[config.mk]
export PLATFORM = sky130hd
export DESIGN_NAME = adc_channel_scheduler
export DESIGN_NICKNAME = d
export VERILOG_FILES = /design/src/rtl/adc_channel_scheduler_pkg.sv /design/src/rtl/adc_channel_scheduler_rr_picker.sv /design/src/rtl/adc_channel_scheduler.sv
export SDC_FILE = /design/constraint.sdc
export NUM_CORES = 1
export LEC_CHECK = 0
export CORE_MARGIN = 5
export CORE_UTILIZATION = 40
export DETAILED_ROUTE_END_ITERATION = 6
export PLACE_DENSITY = 0.63
export SLEW_MARGIN = 25
export SYNTH_ARGS = -nofsm -noshare
export SYNTH_HDL_FRONTEND = slang
export SYNTH_SLANG_ARGS = --single-unit
[constraint.sdc]
create_clock -name clk -period 5.8 [get_ports clk]
set_input_delay 0.87 -clock clk [delete_from_list [all_inputs] [get_ports clk]]
set_output_delay 0.87 -clock clk [all_outputs]
set_load 0.03 [all_outputs]
[src/rtl/adc_channel_scheduler_pkg.sv]
// Shared state encoding and ADS1115 config-register field constants for the
// ADC channel scheduler.
package adc_channel_scheduler_pkg;

  typedef enum logic [2:0] {
    ST_IDLE     = 3'd0,
    ST_ISSUE    = 3'd1,
    ST_WAIT_RSP = 3'd2,
    ST_GAP      = 3'd3,
    ST_PAUSED   = 3'd4
  } state_e;

  localparam logic [2:0] MUX_SE_BASE = 3'b100;
  localparam logic       OS_START    = 1'b1;
  localparam logic       MODE_SINGLE = 1'b1;
  localparam logic [2:0] DEFAULT_PGA = 3'b010;

  // Config MSB: OS | MUX[2:0] | PGA[2:0] | MODE, MUX selecting AINx vs GND.
  function automatic logic [7:0] cfg_msb(input logic [1:0] ch, input logic [2:0] pga);
    logic [2:0] mux;
    mux = MUX_SE_BASE | {1'b0, ch};
    return {OS_START, mux, pga, MODE_SINGLE};
  endfunction

endpackage

[src/rtl/adc_channel_scheduler_rr_picker.sv]
// Combinational round-robin search: first enabled channel strictly after the
// last served index, wrapping at NUM_CH.
module adc_rr_picker
  import adc_channel_scheduler_pkg::*;
#(
  parameter int NUM_CH = 4
) (
  input  logic [NUM_CH-1:0] mask_i,
  input  logic [1:0]        ptr_i,
  output logic [1:0]        idx_o,
  output logic              found_o
);

  int   best_dist_s;
  int   dist_s;
  logic take_s;

  // Pick the enabled channel with the smallest forward distance from ptr_i.
  always_comb begin
    best_dist_s = NUM_CH;
    dist_s      = 0;
    take_s      = 1'b0;
    idx_o       = 2'd0;
    found_o     = 1'b0;
    for (int j = 0; j < NUM_CH; j++) begin
      dist_s      = j - int'(ptr_i) - 1;
      dist_s      = (dist_s < 0) ? dist_s + NUM_CH : dist_s;
      take_s      = mask_i[j] && (dist_s < best_dist_s);
      best_dist_s = take_s ? dist_s : best_dist_s;
      idx_o       = take_s ? 2'(j) : idx_o;
      found_o     = found_o | take_s;
    end
  end

endmodule

[src/rtl/adc_channel_scheduler.sv]
// Round-robin ADS1115 single-shot conversion scheduler.
// Optional ADC_SCHED_CLAMP_EN: store negative results as 16'h0000.
module adc_channel_scheduler
  import adc_channel_scheduler_pkg::*;
#(
  parameter int         NUM_CH         = 4,
  parameter int         GAP_CYCLES     = 1_250_000,
  parameter int         TIMEOUT_CYCLES = 2_500_000,
  parameter logic [2:0] PGA            = DEFAULT_PGA
) (
  input  logic                 clk,
  input  logic                 rst_n,
  input  logic [NUM_CH-1:0]    ch_en,
  input  logic                 pause,
  output logic                 cmd_valid,
  input  logic                 cmd_ready,
  output logic [7:0]           cmd_cfg_msb,
  output logic [1:0]           cmd_ch,
  input  logic                 rsp_valid,
  input  logic                 rsp_err,
  input  logic [15:0]          rsp_data,
  output logic [16*NUM_CH-1:0] ch_data,
  output logic [NUM_CH-1:0]    ch_valid,
  output logic [7:0]           err_cnt,
  output logic                 busy
);

  // A zero GAP_CYCLES still spends one cycle in GAP.
  localparam logic [31:0] GAP_LAST = (GAP_CYCLES > 1) ? 32'(GAP_CYCLES - 1) : 32'd0;
  localparam logic [31:0] TMO_LAST = (TIMEOUT_CYCLES > 1) ? 32'(TIMEOUT_CYCLES - 1) : 32'd0;
  localparam logic [1:0]  PTR_RST  = 2'(NUM_CH - 1);

  state_e                state_q, state_d;
  logic [31:0]           cnt_q, cnt_d;
  logic [1:0]            ptr_q, ptr_d;
  logic                  cmd_valid_q, cmd_valid_d;
  logic [1:0]            cmd_ch_q, cmd_ch_d;
  logic [7:0]            cfg_q, cfg_d;
  logic [16*NUM_CH-1:0]  data_q, data_d;
  logic [NUM_CH-1:0]     valid_q, valid_d;
  logic [7:0]            err_q, err_d;
  logic                  busy_q, busy_d;
  logic [1:0]            pick_idx_s;
  logic                  pick_found_s;
  logic [15:0]           rsp_store_s;

  adc_rr_picker #(
    .NUM_CH (NUM_CH)
  ) u_picker (
    .mask_i  (ch_en),
    .ptr_i   (ptr_q),
    .idx_o   (pick_idx_s),
    .found_o (pick_found_s)
  );

`ifdef ADC_SCHED_CLAMP_EN
  assign rsp_store_s = rsp_data[15] ? 16'h0000 : rsp_data;
`else
  assign rsp_store_s = rsp_data;
`endif

  // Next-state and datapath update; pause is only looked at from IDLE.
  always_comb begin
    state_d     = state_q;
    cnt_d       = cnt_q;
    ptr_d       = ptr_q;
    cmd_valid_d = cmd_valid_q;
    cmd_ch_d    = cmd_ch_q;
    cfg_d       = cfg_q;
    data_d      = data_q;
    valid_d     = valid_q;
    err_d       = err_q;
    case (state_q)
      ST_IDLE: begin
        if (pause) begin
          state_d = ST_PAUSED;
        end else if (pick_found_s) begin
          state_d     = ST_ISSUE;
          cmd_valid_d = 1'b1;
          cmd_ch_d    = pick_idx_s;
          cfg_d       = cfg_msb(pick_idx_s, PGA);
          ptr_d       = pick_idx_s;
        end else begin
          state_d = ST_IDLE;
        end
      end
      ST_ISSUE: begin
        if (cmd_ready) begin
          state_d     = ST_WAIT_RSP;
          cmd_valid_d = 1'b0;
          cnt_d       = 32'd0;
        end else begin
          state_d = ST_ISSUE;
        end
      end
      ST_WAIT_RSP: begin
        // A response arriving on the timeout cycle is taken as the response.
        if (rsp_valid || (cnt_q >= TMO_LAST)) begin
          state_d = ST_GAP;
          cnt_d   = 32'd0;
          if (rsp_valid && !rsp_err) begin
            for (int i = 0; i < NUM_CH; i++) begin
              if (cmd_ch_q == 2'(i)) begin
                data_d[16*i +: 16] = rsp_store_s;
                valid_d[i]         = 1'b1;
              end else begin
                data_d[16*i +: 16] = data_q[16*i +: 16];
                valid_d[i]         = valid_q[i];
              end
            end
          end else begin
            for (int i = 0; i < NUM_CH; i++) begin
              valid_d[i] = (cmd_ch_q == 2'(i)) ? 1'b0 : valid_q[i];
            end
            err_d = (err_q == 8'hFF) ? err_q : err_q + 8'd1;
          end
        end else begin
          state_d = ST_WAIT_RSP;
          cnt_d   = cnt_q + 32'd1;
        end
      end
      ST_GAP: begin
        if (cnt_q >= GAP_LAST) begin
          state_d = ST_IDLE;
          cnt_d   = 32'd0;
        end else begin
          state_d = ST_GAP;
          cnt_d   = cnt_q + 32'd1;
        end
      end
      ST_PAUSED: begin
        if (!pause) begin
          state_d = ST_IDLE;
        end else begin
          state_d = ST_PAUSED;
        end
      end
      default: begin
        state_d     = ST_IDLE;
        cmd_valid_d = 1'b0;
        cnt_d       = 32'd0;
      end
    endcase
    busy_d = (state_d == ST_ISSUE) || (state_d == ST_WAIT_RSP);
  end

  // State and output registers.
  always_ff @(posedge clk or negedge rst_n) begin
    if (!rst_n) begin
      state_q     <= ST_IDLE;
      cnt_q       <= 32'd0;
      ptr_q       <= PTR_RST;
      cmd_valid_q <= 1'b0;
      cmd_ch_q    <= 2'd0;
      cfg_q       <= 8'd0;
      data_q      <= '0;
      valid_q     <= '0;
      err_q       <= 8'd0;
      busy_q      <= 1'b0;
    end else begin
      state_q     <= state_d;
      cnt_q       <= cnt_d;
      ptr_q       <= ptr_d;
      cmd_valid_q <= cmd_valid_d;
      cmd_ch_q    <= cmd_ch_d;
      cfg_q       <= cfg_d;
      data_q      <= data_d;
      valid_q     <= valid_d;
      err_q       <= err_d;
      busy_q      <= busy_d;
    end
  end

  assign cmd_valid   = cmd_valid_q;
  assign cmd_ch      = cmd_ch_q;
  assign cmd_cfg_msb = cfg_q;
  assign ch_data     = data_q;
  assign ch_valid    = valid_q;
  assign err_cnt     = err_q;
  assign busy        = busy_q;

endmodule

==> results of run 1 <==
## state kept, by name, indices dropped and copies added, names as in the netlist
signal / count
cnt_q: 32
cmd_cfg_msb: 2
cmd_ch: 1
ptr_q: 2
cmd_valid: 1
busy: 1
ch_valid: 4
err_cnt: 8
ch_data: 64
state_q: 3
## power by group through the flow
stage	clock network (mW)	registers, mW	logic, mW
final	0.992	1.23	3.91
after global routing	1.06	1.26	4.26
after CTS	1.02	1.23	3.65
after detailed placement	0	1.24	3.38
after global placement	0	1.24	3.35
after floorplan	0	1.63	1.84
## cells by family (layout without fill, tap and decap cells)
kind of cell,count (synthesis),in the layout
compound gates,149,149
xor+xnor,11,11
fa+ha+maj,109,109
buf+inv,70,247
flops,118,118
mux,72,72
other cells,2,47
simple gates,214,214
## critical path: cells and delay by family (launching register included)
family | cells | cell delay (ns)
compound gates | 12 | 2.26
simple gates | 8 | 1.22
fa+ha+maj | 4 | 0.94
buf+inv | 7 | 0.83
flops | 1 | 0.53
mux | 1 | 0.28
## timing repair
action / 4_1_cts / 5_1_grt
cloned: 1 / 0
pin swaps: 20 / 7
endpoints found under the setup margin: 4 / 5
setup buffers: 21 / 3
resized for setup: 30 / 15
## per-layer routing
layer	up-vias	GRT usage, %	wire, um
met3	35	3.85	929
met4	0	5.58	380
met5	-	0	0
met2	130	29.5	9630
met1	3035	22.7	8640
li1	3096	-	-
## how the worst min path moves through the flow
stage,startpoint,to,cells past startpoint
6_report,rst_n,ch_data[53],1
5_1_grt,cnt_q[26],cnt_q[26],1
4_1_cts,cnt_q[26],cnt_q[26],1
3_5_place_dp,cnt_q[26],cnt_q[26],1
3_3_place_gp,cnt_q[26],cnt_q[26],1
2_1_floorplan,cnt_q[26],cnt_q[26],1
## per-stage QoR
step	TNS, ns	setup WS, ns
global placement	-1.24	-0.344
detailed placement	-1.93	-0.525
global route	-2.84	-0.630
CTS	-0.702	-0.200
finish	-1.38	-0.332
floorplan	-0.188	-0.0726
## final cells by class
cell class | instances | share of cell area [%]
Clock buffer | 18 | 4.08
Clock inverter | 14 | 1.19
Inverter | 42 | 1.50
Multi-Input combinational cell | 602 | 47.2
Sequential cell | 118 | 27.4
Tap cell | 265 | 3.08
Timing Repair Buffer | 173 | 15.5
## cell usage in the layout, fill, tap and decap left out, types with 10 or more instances in the layout
master and instances:
dfrtp_1 116, clkdlybuf4s50_1 110, ha_1 92, buf_4 52
mux2_1 51, conb_1 47, nand2_1 45, nor2_1 37
inv_1 36, a21oi_1 36, nand3_1 26, nand4_1 19
o21ai_1 17, clkbuf_16 17, o21ai_0 16, mux2_2 15
ha_4 12, o211ai_1 10, and2_1 10
==> results.ini, run 1 <==
[timing]
setup_violations=5
fin_worst_skew_ns=0.0154
hold_ws_ns=0.465
timing.final.crit_share_pct=106
tightest_slew_ns=0.765
final_max_slew_viol_count=0
relSlewSlack_pct=49.0
worst_slack_ns=-0.332
hold_viol_final=0
max_freq_ghz=0.163
fin_crit_ns=6.13
rsz0062_at_grt=true

[synth]
synth-compound-area-share_pct=13.0
async_flop_share_pct=100
synthTopCellsByCount=dfrtp_1, ha_1, mux2_1
synth_top_cell_by_area=dfrtp_1
synthTopCellsByArea=dfrtp_1, ha_1, mux2_1
ys_types=87
synth_mux_area_share_pct=10.2
synthSimpleGateAreaFrac_pct=16.0
synth_ff_type=dfrtp_1
synthAdderAreaFrac_pct=17.5
synth-xor-area-share_pct=1.22
ys_seq_area_share_pct=37.5
ys_warn_count=0
synth_top_family_by_area=adder cells
synth_top_area_share_pct=36.8
ys_seq_elements=118
synth_area_per_cell_um2=10.6
synth_edf_count=0
syn-instance-count=745
synth_area_um2=7880
yosysMostFrequentCell=dfrtp_1

[global_routing]
grt-ovfl-total=0
grt_max_degree=74
grt_pass1_wl_um=31900
grt_pass1_vias=6295
grt_usage_pct=17.6
antenna_found_initial=0

[clock_tree]
clk_latency_ns=0.42
cts_tree=done
numCtsBuffers=17
cts_max_level=4
holdBufCountCts=0
cts_buffer_depth=2
numClockSinks=118
cts-root-buf=clkbuf_16
clk_pin_slew_ns=0.06

[floorplan]
die_h_um=150
die_x_um=150
row_count=51
io_pins=114
initial_utilization_pct=40.6
dieArea_um2=22600
core_um2=19400

[power_and_ir_drop]
comb_power_share_pct=63.8
peakVddDrop_uv=507
p_seq_share_pct=20.0
p_sw_share_pct=43.9
power_density_nw_per_um2=569
p_sw_mw=2.69
totalPowerFinal_mw=6.13
internal-power_mw=3.44
leakage_nw=4.88
clkPwrFrac_pct=16.2

[worst_setup_path]
path_max_fanout=7
crit_type=flop to flop
worstReg2RegEnd=cmd_cfg_msb[5]
cpMaxStageDelayCell=dfstp_2
worstPathArrival_ns=6.47
crit_start=ptr_q[1]
rr_worst_depth=32
critPathCapture=cmd_cfg_msb[5]
r2r_setup_slack_ns=-0.33
reg2reg_from=ptr_q[1]
critPathCaptureType=flop
start_kind=flop
max_stage_delay_ns=0.53
required_ns=6.14

[finish]
fin_area_um2=10800
drive_gt1_share_pct=20.2
diodes=0
fillers=1761
final_cell_count_no_fill=1232
area_growth_pct=36.6
regArea_um2=2960
nNetsFinal=1089
multi_input_area_um2=5090
final_core_util_pct=55.5

[placement]
place.port_buffers=111
hpwl_um=14300
routabilityCongestion=0.883
dp_cells=1175
dpl-instance-area_um2=9750

[drt]
ant_nets=0
drtIter0Drc=255
drt_wl_total_um=19600
route.detailed.drc=0
vias_per_cell=5.11
wl_per_cell_um=15.9
first_pass_iters=4
vias=6296

[outcome]
status=finished, violations left
violations=negative setup slack

[flow_run]
maxCapViolations=0

[worst_hold_path]
hold_path.class=input pin to asynchronous set/reset pin

Note: power is estimated with default switching activity, not from simulation.
==> run 2, diff against run 1 <==
CELL_PAD_IN_SITES_DETAIL_PLACEMENT = 0   (was default)
CELL_PAD_IN_SITES_GLOBAL_PLACEMENT = 1   (was default)
CORE_UTILIZATION = 39   (was 40)
PLACE_DENSITY = 0.76   (was 0.63)
SETUP_SLACK_MARGIN = 0.15   (was default)
==> results.ini, run 2 (synthesis results as in run 1) <==
[outcome]
status=finished, violations left
violations=negative setup slack

[finish]
nNetsFinal=1089
area_growth_pct=35.8
drive_gt1_share_pct=19.8
diodes=0
final_cell_mix=dfrtp_1, clkdlybuf4s50_1, ha_1, buf_4, mux2_1
final_common_cell=dfrtp_1
fin_area_um2=10700
final_cell_count_no_fill=1237
largest_reg_flops=64

[worst_setup_path]
max_stage_delay_ns=0.54
critPathCaptureType=flop
start_kind=flop
worstPathArrival_ns=6.47
path_max_fanout=7
crit_type=flop to flop
cpMaxStageDelayCell=dfstp_2
cpMostUsedCell=buf_4
required_ns=6.13

[global_routing]
antenna_found_initial=0
grt_pass1_wl_um=32400
grt_max_degree=61
grt-ovfl-total=0
grt_pass1_vias=6290
grt_usage_pct=17.0

[clock_tree]
clk_pin_slew_ns=0.05
holdBufCountCts=0
cts_buffer_depth=2
clk_latency_ns=0.41
cts_tree=done
cts-root-buf=clkbuf_16
numClockSinks=118
numCtsBuffers=17
cts_max_level=4

[timing]
final_max_slew_viol_count=0
relSlewSlack_pct=47.0
fin_setup_tns_ns=-1.40
fin_crit_ns=6.14
timing.final.crit_share_pct=106
rsz0062_at_grt=true
fin_worst_skew_ns=0.00942
tightest_slew_ns=0.795
setup_violations=5
hold_viol_final=0
max_freq_ghz=0.163
worst_slack_ns=-0.341

[drt]
drtIter0Drc=261
route.met2.wl_um=9930
wl_met3_um=709
ant_nets=0
route.detailed.drc=0
wl_per_cell_um=15.9
drt_wl_total_um=19700
vias_per_cell=5.06
wl_met1_um=8620
maxUsedRoutingLayer=met4
vias=6263
first_pass_iters=4

[floorplan]
row_count=52
dieArea_um2=23100
initial_utilization_pct=39.3
core_um2=20000
die_x_um=152
io_pins=114
die_h_um=152

[placement]
dp_cells=1179
dpl-instance-area_um2=9750
routabilityCongestion=0.817
place.port_buffers=111
hpwl_um=14500

[flow_run]
maxCapViolations=0

[worst_hold_path]
hold_path.class=flop to flop

[power_and_ir_drop]
leakage_nw=4.86
p_sw_share_pct=43.8
p_seq_share_pct=20.3
comb_power_share_pct=63.4
peakVddDrop_uv=425
p_sw_mw=2.64
totalPowerFinal_mw=6.03
internal-power_mw=3.39
clkPwrFrac_pct=16.3
power_density_nw_per_um2=563

-- run 2: cell count changes in the layout (fill, tap and decap cells not counted), sizes merged --
cell | before | now
clkinv | 7 | 5
clkinvlp | 5 | 6
inv | 43 | 44
-- run 2: worst max-delay path: cells and delay by family, from the launching register on --
kind | cells | cell delay [ns]
AND/OR/NAND/NOR | 8 | 1.28
AO/OA/AOI/OAI | 13 | 2.16
adder cells (fa/ha/maj) | 4 | 1.06
flip-flops | 1 | 0.54
buffers and inverters | 8 | 1.00
-- run 2: final timing paths --
path                             startpoint           to  slack (ns)  depth (start not counted)
max in group asynchronous             rst_n    cnt_q[16]        4.02                          2
worst max-delay path               ptr_q[1]     ptr_q[0]       -0.34                         33
min in group asynchronous             rst_n  ch_data[50]        0.52                          1
worst max register to register     ptr_q[1]     ptr_q[0]       -0.34                         33
worst min-delay path            ch_data[57]  ch_data[57]        0.49                          1
worst min register to register  ch_data[57]  ch_data[57]        0.49                          1
-- run 2: stage by stage --
stage	util (%)	worst slack, ns	hold slack [ns]
2_1_floorplan	-	-0.0726	0.454
3_3_place_gp	48.7	-0.359	0.470
3_5_place_dp	48.7	-0.469	0.475
4_1_cts	52.8	-0.280	0.490
5_1_grt	53.4	-0.691	0.497
6_report	53.4	-0.341	0.485
-- run 2: power by group through the flow --
stage                     Combinational [mW]  Clock [mW]  Sequential (mW)
after floorplan                         1.84           0             1.63
after global placement                  3.36           0             1.24
after detailed placement                3.38           0             1.24
after CTS                               3.63        1.00             1.23
after global routing                    4.17        1.04             1.26
final                                   3.82       0.981             1.23
-- run 2: cell type report --
class,count,area (um2)
tap,270,338
timing repair buffer,173,1640
fill,1868,9340
inverter,42,161
clock buffer,18,429
multi-input combinational,602,5050
sequential,118,2960
clock inverter,14,129
-- run 2: per-layer routing --
layer	GRT usage, %	vias to the layer above
met2	29.2	111
met3	3.72	30
met5	0	-
li1	-	3092
met4	6.12	0
met1	21.2	3030
-- run 2: repair_timing --
item / CTS / global route
gates resized for setup: 22 / 18
buffers inserted: 21 / 5
pin swaps: 32 / 17
cloned: 0 / 0
setup endpoints to repair: 4 / 8
